<file path="config.mk">
export PLATFORM = sky130hd
export DESIGN_NAME = seq_magnitude_comparator
export DESIGN_NICKNAME = d
export VERILOG_FILES = /design/src/rtl/seq_magnitude_comparator.sv
export SDC_FILE = /design/constraint.sdc
export NUM_CORES = 1
export LEC_CHECK = 0
export BUFFER_PORTS_ARGS = -buffer_cell sky130_fd_sc_hd__buf_2
export CAP_MARGIN = 20
export CORE_ASPECT_RATIO = 0.8
export CORE_MARGIN = 5
export CORE_UTILIZATION = 47
export DETAILED_ROUTE_END_ITERATION = 8
export PLACE_DENSITY_LB_ADDON = 0.05
export SLEW_MARGIN = 20
export SYNTH_ARGS = -nofsm -noshare
export SYNTH_HDL_FRONTEND = slang
export SYNTH_SLANG_ARGS = --single-unit
</file>
<file path="constraint.sdc">
create_clock -name clk -period 2.7 [get_ports clk]
set_input_delay 0 -clock clk [delete_from_list [all_inputs] [get_ports clk]]
set_output_delay 0 -clock clk [all_outputs]
set_load 0.005 [all_outputs]
</file>
<file path="src/rtl/seq_magnitude_comparator.sv">
// rtl/seq_magnitude_comparator.sv - digit-serial magnitude comparator with ready/valid handshakes
//
// Compares two WIDTH-bit operands DIGIT bits per cycle, most-significant digit
// first, stopping at the first differing digit.
//
// Parameters:
//   WIDTH  - operand width in bits (>= 2)
//   DIGIT  - bits compared per cycle (>= 1, divides WIDTH)
//   SIGNED - 0: unsigned compare, 1: two's-complement compare
//
// Ports:
//   clk, rst_n          - clock, asynchronous active-low reset
//   in_valid, in_ready  - operand handshake; A/B sampled on accept only
//   A, B                - operands
//   out_valid, out_ready- result handshake; result held under backpressure
//   A_greater_B, A_equal_B, A_lesser_B - registered one-hot result flags
//   digits_used         - registered count of digits examined for the result
module seq_magnitude_comparator #(
  parameter int WIDTH  = 32,
  parameter int DIGIT  = 4,
  parameter int SIGNED = 0,
  localparam int NDIG  = WIDTH / DIGIT,
  localparam int CW    = $clog2(NDIG) + 1
) (
  input  logic             clk,
  input  logic             rst_n,
  input  logic             in_valid,
  output logic             in_ready,
  input  logic [WIDTH-1:0] A,
  input  logic [WIDTH-1:0] B,
  output logic             out_valid,
  input  logic             out_ready,
  output logic             A_greater_B,
  output logic             A_equal_B,
  output logic             A_lesser_B,
  output logic [CW-1:0]    digits_used
);

  if (WIDTH < 2) begin : g_bad_width
    $error("seq_magnitude_comparator: WIDTH must be >= 2");
  end
  if (DIGIT < 1) begin : g_bad_digit
    $error("seq_magnitude_comparator: DIGIT must be >= 1");
  end else if (WIDTH % DIGIT != 0) begin : g_bad_div
    $error("seq_magnitude_comparator: WIDTH must be a multiple of DIGIT");
  end

  // Flipping the sign bit maps two's-complement order onto unsigned order.
  localparam logic [WIDTH-1:0] FLIP = (SIGNED != 0) ? {1'b1, {(WIDTH-1){1'b0}}} : '0;

  typedef enum logic [1:0] {IDLE, CMP, DONE} state_t;

  state_t           state, next_state;
  logic [WIDTH-1:0] a_sh, b_sh;
  logic [CW-1:0]    count;
  logic [CW-1:0]    cnt_next;
  logic [DIGIT-1:0] dig_a, dig_b;
  logic             dig_ne;
  logic             last_dig;

  assign dig_a    = a_sh[WIDTH-1 -: DIGIT];
  assign dig_b    = b_sh[WIDTH-1 -: DIGIT];
  assign dig_ne   = (dig_a != dig_b);
  assign cnt_next = count + 1'b1;
  assign last_dig = (cnt_next == CW'(NDIG));

  always_ff @(posedge clk or negedge rst_n) begin
    if (!rst_n) begin
      state <= IDLE;
    end else begin
      state <= next_state;
    end
  end

  always_comb begin
    next_state = state;
    in_ready   = 1'b0;
    out_valid  = 1'b0;
    case (state)
      IDLE: begin
        in_ready = 1'b1;
        if (in_valid) next_state = CMP;
      end
      CMP: begin
        if (dig_ne || last_dig) next_state = DONE;
      end
      DONE: begin
        out_valid = 1'b1;
        if (out_ready) next_state = IDLE;
      end
      default: next_state = IDLE;
    endcase
  end

  always_ff @(posedge clk or negedge rst_n) begin
    if (!rst_n) begin
      a_sh        <= '0;
      b_sh        <= '0;
      count       <= '0;
      A_greater_B <= 1'b0;
      A_equal_B   <= 1'b0;
      A_lesser_B  <= 1'b0;
      digits_used <= '0;
    end else begin
      case (state)
        IDLE: begin
          if (in_valid) begin
            a_sh  <= A ^ FLIP;
            b_sh  <= B ^ FLIP;
            count <= '0;
          end
        end
        CMP: begin
          count <= cnt_next;
          if (dig_ne) begin
            // First differing digit decides the whole compare.
            A_greater_B <= (dig_a > dig_b);
            A_lesser_B  <= (dig_a < dig_b);
            A_equal_B   <= 1'b0;
            digits_used <= cnt_next;
          end else if (last_dig) begin
            A_greater_B <= 1'b0;
            A_lesser_B  <= 1'b0;
            A_equal_B   <= 1'b1;
            digits_used <= cnt_next;
          end else begin
            a_sh <= a_sh << DIGIT;
            b_sh <= b_sh << DIGIT;
          end
        end
        default: ;
      endcase
    end
  end

endmodule

</file>
==> results of run 1 <==
-- sequential cells by signal, summed over array words and instances (netlist names) --
name         cells
a_sh            32
state            2
A_equal_B        1
count            4
A_lesser_B       1
A_greater_B      1
digits_used      4
b_sh            32
-- path summary, 6_finish.rpt --
kind,start,endpoint,slack (ns),cells past startpoint
setup / recovery,a_sh[31]$_DFFE_PN0P_,b_sh[31]$_DFFE_PN0P_,0.48,7
hold / removal,A[30],a_sh[30]$_DFFE_PN0P_,0.01,4
setup reg to reg,a_sh[31]$_DFFE_PN0P_,b_sh[31]$_DFFE_PN0P_,0.48,7
hold reg to reg,A_lesser_B$_DFFE_PN0P_,A_lesser_B$_DFFE_PN0P_,0.49,1
max in group asynchronous,rst_n,a_sh[18]$_DFFE_PN0P_,2.03,3
min in group asynchronous,rst_n,A_equal_B$_DFFE_PN0P_,0.08,2
-- metrics by stage --
step / setup WS (ns) / utilization / instances / power, uW
after detailed placement: 0.470 / 0.545 / 557 / 4820
after CTS: 0.450 / 0.642 / 634 / 5650
after global placement: 0.564 / 0.545 / 557 / 4770
final: 0.483 / 0.646 / 635 / 5590
after floorplan: 0.800 / - / 392 / 4170
after global routing: 0.279 / 0.646 / 635 / 6060
-- power groups by stage --
stage | clock network (uW) | logic [uW] | registers [uW]
after CTS | 768 | 2840 | 2030
after detailed placement | 0 | 2770 | 2050
final | 744 | 2810 | 2040
after global routing | 818 | 3140 | 2100
after floorplan | 0 | 2200 | 1970
after global placement | 0 | 2740 | 2040
-- critical path, stage by stage, from the launching register on --
cell,delay [ns]
dfrtp_1,0.38
ha_1,0.31
nand4_1,0.29
a21oi_4,0.28
nand2_4,0.14
inv_2,0.30
buf_4,0.25
mux2i_1,0.19
-- layout make-up --
cell class / count / area [um^2] / share of cell area
Clock buffer: 10 / 128 / 0.0248
Clock inverter: 5 / 28.8 / 0.00558
Sequential cell: 77 / 1930 / 0.374
Timing Repair Buffer: 150 / 1130 / 0.218
Multi-Input combinational cell: 276 / 1780 / 0.345
Tap cell: 108 / 135 / 0.0262
Inverter: 9 / 33.8 / 0.00655
-- metal layers --
| layer | part of all wire | global-route usage | up-vias |
|---|---|---|---|
| met2 | 0.46 | 0.304 | 79 |
| met4 | 0.011 | 0.0507 | 0 |
| met3 | 0.051 | 0.0512 | 10 |
| met1 | 0.48 | 0.299 | 1557 |
| met5 | 0 | 0 | - |
| li1 | - | - | 1629 |
-- logic make-up after synthesis --
kind of cell / after synthesis
multiplexers: 13
AO/OA/AOI/OAI: 127
AND/OR/NAND/NOR: 131
adder cells (fa/ha/maj): 5
buffers and inverters: 39
flip-flops: 77
-- cell usage in the layout, fill, tap and decap left out, types with 2 or more instances in the layout --
cell type and n:
buf_4 11, buf_2 75, dfrtp_1 77, o21ai_0 6
mux2_1 2, mux2_4 3, dlygate4sd3_1 62, nand3_1 3
a31oi_2 39, a21oi_1 53, a22o_1 10, clkbuf_8 9
ha_1 5, clkinv_2 4, nand2_1 115, mux2i_1 8
a31oi_1 9, nor2_1 3, and2_1 3, inv_1 8
==> impl_metrics.yaml, run 1 <==
outcome:
  status: "completed"
cts:
  clock_latency_ns: 0.35
  hold_buffers: 62
  cts_tree: "done"
  clk_path_buf_depth: 2
  cts_buffers: 9
  clockRootBuffer: "clkbuf_8"
  path_clk_slew_ns: 0.08
  cts_max_level: 3
  ctsResizeCount: 0
  post-cts-setup-buffers: 0
  cts_sinks: 77
yosys:
  yosysSeqAreaShare: 0.496
  synth_top_family_by_area: "compound AO/OA/AOI/OAI gates"
  yosys.area.top_type: "dfrtp_1"
  synth_warnings: 0
  avgSynthCellArea_um2: 9.92
  synth_common_cells: "nand2_1 (115), dfrtp_1 (77), a21oi_1 (53), a31oi_2 (39), clkbuf_1 (19)"
  postSynth.asyncResetShare: 1.00
  ys_seq_elements: 77
  synthXorXnorAreaFrac: 0
  synth_edf_count: 0
  yosysMostFrequentCell: "nand2_1"
  synthMuxAreaShare: 0.0380
  synth_ff_type: "dfrtp_1"
  synthTopCellsByArea: "dfrtp_1 (50%), a31oi_2 (13%), nand2_1 (11%), a21oi_1 (6.8%), a22o_1 (2.3%)"
  synthSimpleGateAreaFrac: 0.136
  yosysUniqueCellTypes: 37
  synth_adder_area_share: 0.0161
  synth-compound-area-share: 0.264
  synth_top_cell_area_share: 0.496
  syn_area_mm2: 0.00389
  synthCells: 392
  syn_nets: 465
timing:
  relSlewSlack: 0.590
  hold_ws_ns: 0.0125
  max_freq_mhz: 451
  tightest_slew_ns: 0.615
  rsz0062_at_grt: "no"
  post-route-min-period_ns: 2.22
  clock_skew_ns: 0.0136
  hold_violations: 0
  post-route-period-util: 0.821
  setup_viol: 0
  finalSetupTns_ns: 0
  slew_viol_final: 0
critical_path:
  worstPathMaxFanout: 13
  endpoint_kind: "flip-flop"
  start_kind: "flip-flop"
  cp_data_required_time_ns: 2.97
  critPathArrivalTime_ns: 2.49
  critPathKind: "flip-flop to flip-flop"
placement:
  portBuffers: 76
  gp_congestion: 0.740
  placedInstanceArea_mm2: 0.00435
  hpwl_um: 6230
floorplanning:
  initial_utilization: 0.487
  die_h_um: 91.3
  dieArea_mm2: 0.0102
  ios: 77
  num_rows: 29
  coreArea_mm2: 0.00798
  die_x_um: 112
final_layout:
  num_antenna_cells: 0
  fin_nets: 596
  nFillCells: 664
  drive_gt1_frac: 0.287
  syn2layout_area_growth_pct: 32.6
  final_cell_area_mm2: 0.00515
routing:
  vias: 3275
  first_iter_violations: 171
  wl_um: 9850
  drc: 0
  vias_per_cell: 5.16
  first_pass_iters: 4
  avgRoutedWirePerCell_um: 15.5
  antenna_left: 0
global_route:
  grt_pass1_vias: 3274
  grt_max_degree: 78
  gr-total-overflow: 0
  track_usage: 0.204
  grt_pass1_wl_um: 16900
  grt_antenna_before_repair: 0
pwr:
  leakagePower_uw: 0.00230
  internal-power_uw: 3240
  power_frac_seq: 0.364
  combPwrFrac: 0.503
  irDropWorstVdd_uv: 546
  p_switching_uw: 2350
  p_clk_frac: 0.133
  swShare: 0.420
  p_per_area_mw_per_mm2: 1080
min_path:
  hold_path_class: "input port to flip-flop"
job:
  maxCapViolCount: 0
No activity file was read; power rests on OpenSTA's default activity.
==> run 2, diff against run 1 <==
--- a/config.mk
+++ b/config.mk
@@ -5,6 +5,7 @@
 export SDC_FILE = /design/constraint.sdc
 export NUM_CORES = 1
 export LEC_CHECK = 0
+export ABC_AREA = 1
 export BUFFER_PORTS_ARGS = -buffer_cell sky130_fd_sc_hd__buf_2
 export CAP_MARGIN = 20
 export CORE_ASPECT_RATIO = 0.8
==> constraint.sdc (replaced) <==
create_clock -name clk -period 1.8 [get_ports clk]
set_input_delay 0 -clock clk [delete_from_list [all_inputs] [get_ports clk]]
set_output_delay 0 -clock clk [all_outputs]
set_load 0.005 [all_outputs]
==> run 2 against run 1 <==
  * Clock skew is 0.0053 ns lower
  * Via count grew 17%
  * Combinational power is 22% higher
  * Fmax increased by 32%
  * Cell count grew 25%
  * Total power increased by 42%
==> impl_metrics.yaml, run 2 <==
critical_path:
  path_cells: "inv_1 -> ha_1 -> nand2_1 -> inv_1 -> nand3_2 -> nor2_1 -> nand2_2 -> nand2_4 -> buf_12 -> nand2_1 -> nand2_1"
  critPathArrivalTime_ns: 1.97
  regToRegStartpoint: "b_sh[31]$_DFFE_PN0P_"
  worstSetupStartpoint: "b_sh[31]$_DFFE_PN0P_"
  start_kind: "flip-flop"
  cp_data_required_time_ns: 2.09
  ff2ff_setup_slack_ns: 0.12
  critPathKind: "flip-flop to flip-flop"
  worstPathMaxFanout: 23
  max_stage_delay_ns: 0.36
  cp_slowest_cell: "dfrtp_1"
  crit_top_cell: "nand2_1"
  endpoint_kind: "flip-flop"
yosys:
  synthTopCellsByArea: "dfrtp_1 (49%), nand2_1 (30%), nand3_1 (9.2%), buf_6 (3.1%), buf_2 (2.0%)"
  yosys.area.top_type: "dfrtp_1"
  synth_warnings: 0
  yosysMostFrequentCell: "nand2_1"
  synth_top_cell_area_share: 0.486
  synthCells: 544
  ys_seq_elements: 77
  avgSynthCellArea_um2: 7.28
  yosysSeqAreaShare: 0.486
  synth_edf_count: 0
  yosysUniqueCellTypes: 21
  synth_common_cells: "nand2_1 (320), dfrtp_1 (77), nand3_1 (73), buf_2 (16), inv_1 (15)"
  syn_nets: 617
  postSynth.asyncResetShare: 1.00
  synth_ff_type: "dfrtp_1"
  syn_area_mm2: 0.00396
final_layout:
  final_cells: 794
  utilization: 0.639
  final_cell_mix: "nand2_1 (315), dfrtp_1 (77), buf_2 (75), nand3_1 (72), dlygate4sd3_1 (63)"
  syn2layout_area_growth_pct: 35.0
  nFillCells: 771
  fin_nets: 750
  num_antenna_cells: 0
  drive_gt1_frac: 0.167
  top_regs: "a_sh: 32 flops, b_sh: 32 flops"
  layout_commonest_cell: "nand2_1"
cts:
  cts_buffers: 9
  path_clk_slew_ns: 0.08
  clockRootBuffer: "clkbuf_8"
  post-cts-setup-buffers: 0
  cts_max_level: 3
  cts_sinks: 77
  cts_tree: "done"
  clk_path_buf_depth: 2
  clock_latency_ns: 0.34
floorplanning:
  dieArea_mm2: 0.0104
  ios: 77
  die_x_um: 113
  initial_utilization: 0.473
  coreArea_mm2: 0.00837
  num_rows: 30
  die_h_um: 92.1
routing:
  wl_um: 10200
  vias: 3830
  first_iter_violations: 227
  first_pass_iters: 7
  vias_per_cell: 4.82
  antenna_left: 0
  drc: 0
  avgRoutedWirePerCell_um: 12.8
timing:
  rsz0062_at_grt: "no"
  relSlewSlack: 0.719
  max_freq_mhz: 594
  tightest_slew_ns: 0.421
  hold_violations: 0
  clock_skew_ns: 0.00826
  post-route-period-util: 0.936
  post-route-min-period_ns: 1.68
  layout_setup_ws_ns: 0.116
  slew_viol_final: 0
  setup_viol: 0
  finalSetupTns_ns: 0
pwr:
  p_per_area_mw_per_mm2: 1490
  leakagePower_uw: 0.00302
  irDropWorstVdd_uv: 671
global_route:
  track_usage: 0.206
  grt_pass1_wl_um: 17400
  grt_antenna_before_repair: 0
  gr-total-overflow: 0
  grt_pass1_vias: 3766
  grt_max_degree: 52
min_path:
  hold_path_class: "input port to flip-flop"
  min-delay-start: "B[18]"
placement:
  portBuffers: 76
  hpwl_um: 6360
  dp_cells: 714
  dp_slack_ns: 0.144
  gp_congestion: 0.802
outcome:
  status: "completed"
job:
  maxCapViolCount: 0
## run 2: changes by cell type in the layout (fill, tap and decap cells not counted), moves of 7 or more
cell     previous run  this run
a31oi_2            39         0
a21oi_1            53         2
nand3_1             3        72
inv_1               8        15
a22o_1             10         2
a31oi_1             9         0
mux2i_1             8         0
nand2_1           115       315
## run 2: worst paths after layout
path	to	depth (start not counted)
worst max-delay path	a_sh[12]$_DFFE_PN0P_	11
worst min-delay path	b_sh[18]$_DFFE_PN0P_	5
worst max register to register	a_sh[12]$_DFFE_PN0P_	11
worst min register to register	a_sh[1]$_DFFE_PN0P_	2
max in group asynchronous	a_sh[6]$_DFFE_PN0P_	3
min in group asynchronous	digits_used[1]$_DFFE_PN0P_	2
## run 2: critical path, delay by kind of cell, from the launching register on
kind	cells	cell delay, ns
simple gates	7	0.66
flops	1	0.36
buf+inv	3	0.30
fa+ha+maj	1	0.28
## run 2: area by class of cell
class                   instances  area (um^2)  share of cell area
clock buffers                  12          145              0.0271
clock inverters                 4         95.1              0.0178
inverters                      17         63.8              0.0119
multi-input cells             418         1770               0.331
flip-flops and latches         77         1930               0.360
well taps                     112          140              0.0262
repair buffers                154         1210               0.226
## run 2: metal layers
layer | share of wire | track usage | vias up
met5 | 0 | 0 | -
met3 | 0.052 | 0.0541 | 8
met4 | 0.0090 | 0.0480 | 0
met2 | 0.46 | 0.323 | 95
met1 | 0.48 | 0.287 | 1769
li1 | - | - | 1958
## run 2: repair_timing
item	in CTS	in global routing
hold endpoints to repair	134	0
hold buffers	63	0
resized for setup	0	4
endpoints found under the setup margin	0	33
## run 2: logic make-up (layout without fill, tap and decap cells)
family,Yosys count,after routing,share of synthesized area
and+or+nand+nor,403,403,0.408
DFF,77,77,0.486
buffers and inverters,49,187,0.0723
AOI/OAI and AO/OA,10,10,0.0171
adders and majority gates,5,5,0.0158
## run 2: through the flow
step | cell area [um^2] | total power (uW) | hold slack (ns)
final | 5350 | 7950 | 0.0232
after global routing | 5350 | 8730 | 0.0181
after floorplan | 3960 | 5320 | -0.296
after CTS | 5310 | 7930 | 0.00564
after global placement | 4440 | 6140 | -0.0283
after detailed placement | 4440 | 6240 | -0.0312
## run 2: power breakdown
| part | total, uW | switching (uW) | internal, uW |
|---|---|---|---|
| clock network | 1560 | 602 | 959 |
| logic | 3430 | 2070 | 1360 |
| registers | 2960 | 441 | 2520 |
==> run 3, diff against run 2 <==
--- a/config.mk
+++ b/config.mk
@@ -10,9 +10,10 @@
 export CAP_MARGIN = 20
 export CORE_ASPECT_RATIO = 0.8
 export CORE_MARGIN = 5
-export CORE_UTILIZATION = 47
+export CORE_UTILIZATION = 35
 export DETAILED_ROUTE_END_ITERATION = 8
 export PLACE_DENSITY_LB_ADDON = 0.05
+export SKIP_CTS_REPAIR_TIMING = 1
 export SLEW_MARGIN = 20
 export SYNTH_ARGS = -nofsm -noshare
 export SYNTH_HDL_FRONTEND = slang
==> run 3 against run 2 <==
  * The flow now finishes with violations (negative hold slack)
  * Critical path depth is 1 lower
  * Count of clock-buffer cells in the layout up 1
  * Sequential power barely moved
  * Final area shrank 2.8%
  * Clock skew down 0.0044 ns
  * Die area increased by 31%
  * Cell count is 0.25% higher
  * Fmax grew 1.9%
  * Combinational power is 2% higher
  * Largest power group unchanged
==> impl_metrics.yaml, run 3 (synthesis gave the netlist of run 2 again) <==
pwr:
  p_per_area_mw_per_mm2: 1640
  leakagePower_uw: 0.00295
  irDropWorstVdd_uv: 672
final_layout:
  syn2layout_area_growth_pct: 31.3
  layout_commonest_cell: "nand2_1"
  multi_input_area_mm2: 0.00178
  drive_gt1_frac: 0.184
  regArea_mm2: 0.00193
  top_regs: "a_sh: 32 flops, b_sh: 32 flops"
  num_antenna_cells: 0
  nFillCells: 1155
  final_cell_mix: "nand2_1 (316), dfrtp_1 (77), buf_2 (75), nand3_1 (72), dlygate4sd3_1 (29)"
  fin_nets: 720
routing:
  drc: 0
  antenna_left: 0
  first_iter_violations: 272
  wl_met2_um: 4800
  wl_met1_um: 5400
  routed.top_layer: "met4"
  vias: 3686
  wl_met3_um: 571
  first_pass_iters: 4
  vias_per_cell: 4.63
  wl_um: 10900
  avgRoutedWirePerCell_um: 13.7
floorplanning:
  die_x_um: 129
  coreArea_mm2: 0.0110
  die_h_um: 105
  initial_utilization: 0.361
  dieArea_mm2: 0.0136
  ios: 77
  num_rows: 34
critical_path:
  cp_data_required_time_ns: 2.07
  path_cells: "ha_1 -> nand2_1 -> inv_1 -> nand3_2 -> nor2_2 -> nand2_4 -> nand2_8 -> clkbuf_16 -> nand2_1 -> nand2_1"
  endpoint_kind: "flip-flop"
  crit_top_cell: "nand2_1"
  cp_slowest_cell: "dfrtp_1"
  critPathKind: "flip-flop to flip-flop"
  worstPathMaxFanout: 22
  critPathArrivalTime_ns: 1.92
  start_kind: "flip-flop"
  max_stage_delay_ns: 0.39
timing:
  relSlewSlack: 0.626
  clock_skew_ns: 0.00384
  slew_viol_final: 0
  setup_viol: 0
  post-route-min-period_ns: 1.65
  post-route-period-util: 0.919
  tightest_slew_ns: 0.561
  max_freq_mhz: 605
  hold_violations: 23
  rsz0062_at_grt: "no"
  finalSetupTns_ns: 0
  hold_ws_ns: -0.0332
cts:
  cts_sinks: 77
  clk_path_buf_depth: 2
  clock_latency_ns: 0.33
  cts_max_level: 3
  cts_buffers: 9
  cts_tree: "done"
  path_clk_slew_ns: 0.06
  clockRootBuffer: "clkbuf_16"
job:
  maxCapViolCount: 0
global_route:
  grt_pass1_vias: 3443
  grt_pass1_wl_um: 17400
  grt_max_degree: 46
  track_usage: 0.159
  gr-total-overflow: 0
  grt_antenna_before_repair: 0
placement:
  gp_congestion: 0.766
  hpwl_um: 7030
  portBuffers: 76
outcome:
  status: "complete, but fails checks"
  violations: "negative hold slack"
min_path:
  hold_path_class: "input port to flip-flop"
run 3: changes by cell type in the layout (fill, tap and decap cells not counted), moves of 2 or more:
cell / before / now
dlygate4sd3_1: 63 / 29
buf_12: 5 / 3
clkbuf_16: 1 / 11
clkbuf_8: 10 / 4
nand2_2: 5 / 3
buf_4: 10 / 13
clkbuf_1: 2 / 0
run 3: report_power, final:
part | internal [uW] | total (uW) | switching, uW | leakage (uW)
logic | 1380 | 3500 | 2130 | 0.00181
clock network | 1360 | 2060 | 697 | 0.000172
registers | 2520 | 2960 | 432 | 0.000966
total | 5260 | 8520 | 3260 | 0.00295
run 3: critical path, delay by kind of cell (launching register included):
kind	cells	cell delay, ns
buffers and inverters	2	0.28
adders and majority gates	1	0.30
DFF	1	0.39
and+or+nand+nor	7	0.62
run 3: metrics by stage:
step	instances	util	power [uW]	area, um^2	setup WS (ns)
floorplan	544	-	5320	3960	0.271
global placement	749	0.408	6220	4470	0.166
detailed placement	749	0.408	6270	4470	0.134
CTS	765	0.439	8370	4820	0.110
global route	796	0.474	9280	5200	0.0240
finish	796	0.474	8520	5200	0.147
run 3: cell type report:
type,instances,area share
Tap cell,144,0.0346
Clock inverter,3,0.0125
Inverter,17,0.0123
Clock buffer,13,0.0539
Timing Repair Buffer,124,0.173
Multi-Input combinational cell,418,0.343
Sequential cell,77,0.371
run 3: metal layers:
| layer | vias to the layer above | global-route usage |
|---|---|---|
| li1 | 1905 | - |
| met1 | 1697 | 0.240 |
| met2 | 76 | 0.228 |
| met3 | 8 | 0.0382 |
| met4 | 0 | 0.0405 |
| met5 | - | 0 |
run 3: worst paths after layout:
path | slack (ns) | start | cells past startpoint | to
setup / recovery | 0.15 | a_sh[31]$_DFFE_PN0P_ | 10 | a_sh[7]$_DFFE_PN0P_
hold / removal | -0.03 | A[20] | 5 | a_sh[20]$_DFFE_PN0P_
setup reg to reg | 0.15 | a_sh[31]$_DFFE_PN0P_ | 10 | a_sh[7]$_DFFE_PN0P_
hold reg to reg | 0.50 | b_sh[1]$_DFFE_PN0P_ | 2 | b_sh[1]$_DFFE_PN0P_
max in group asynchronous | 0.97 | rst_n | 3 | state[1]$_DFFE_PN0P_
min in group asynchronous | 0.20 | rst_n | 2 | digits_used[3]$_DFFE_PN0P_
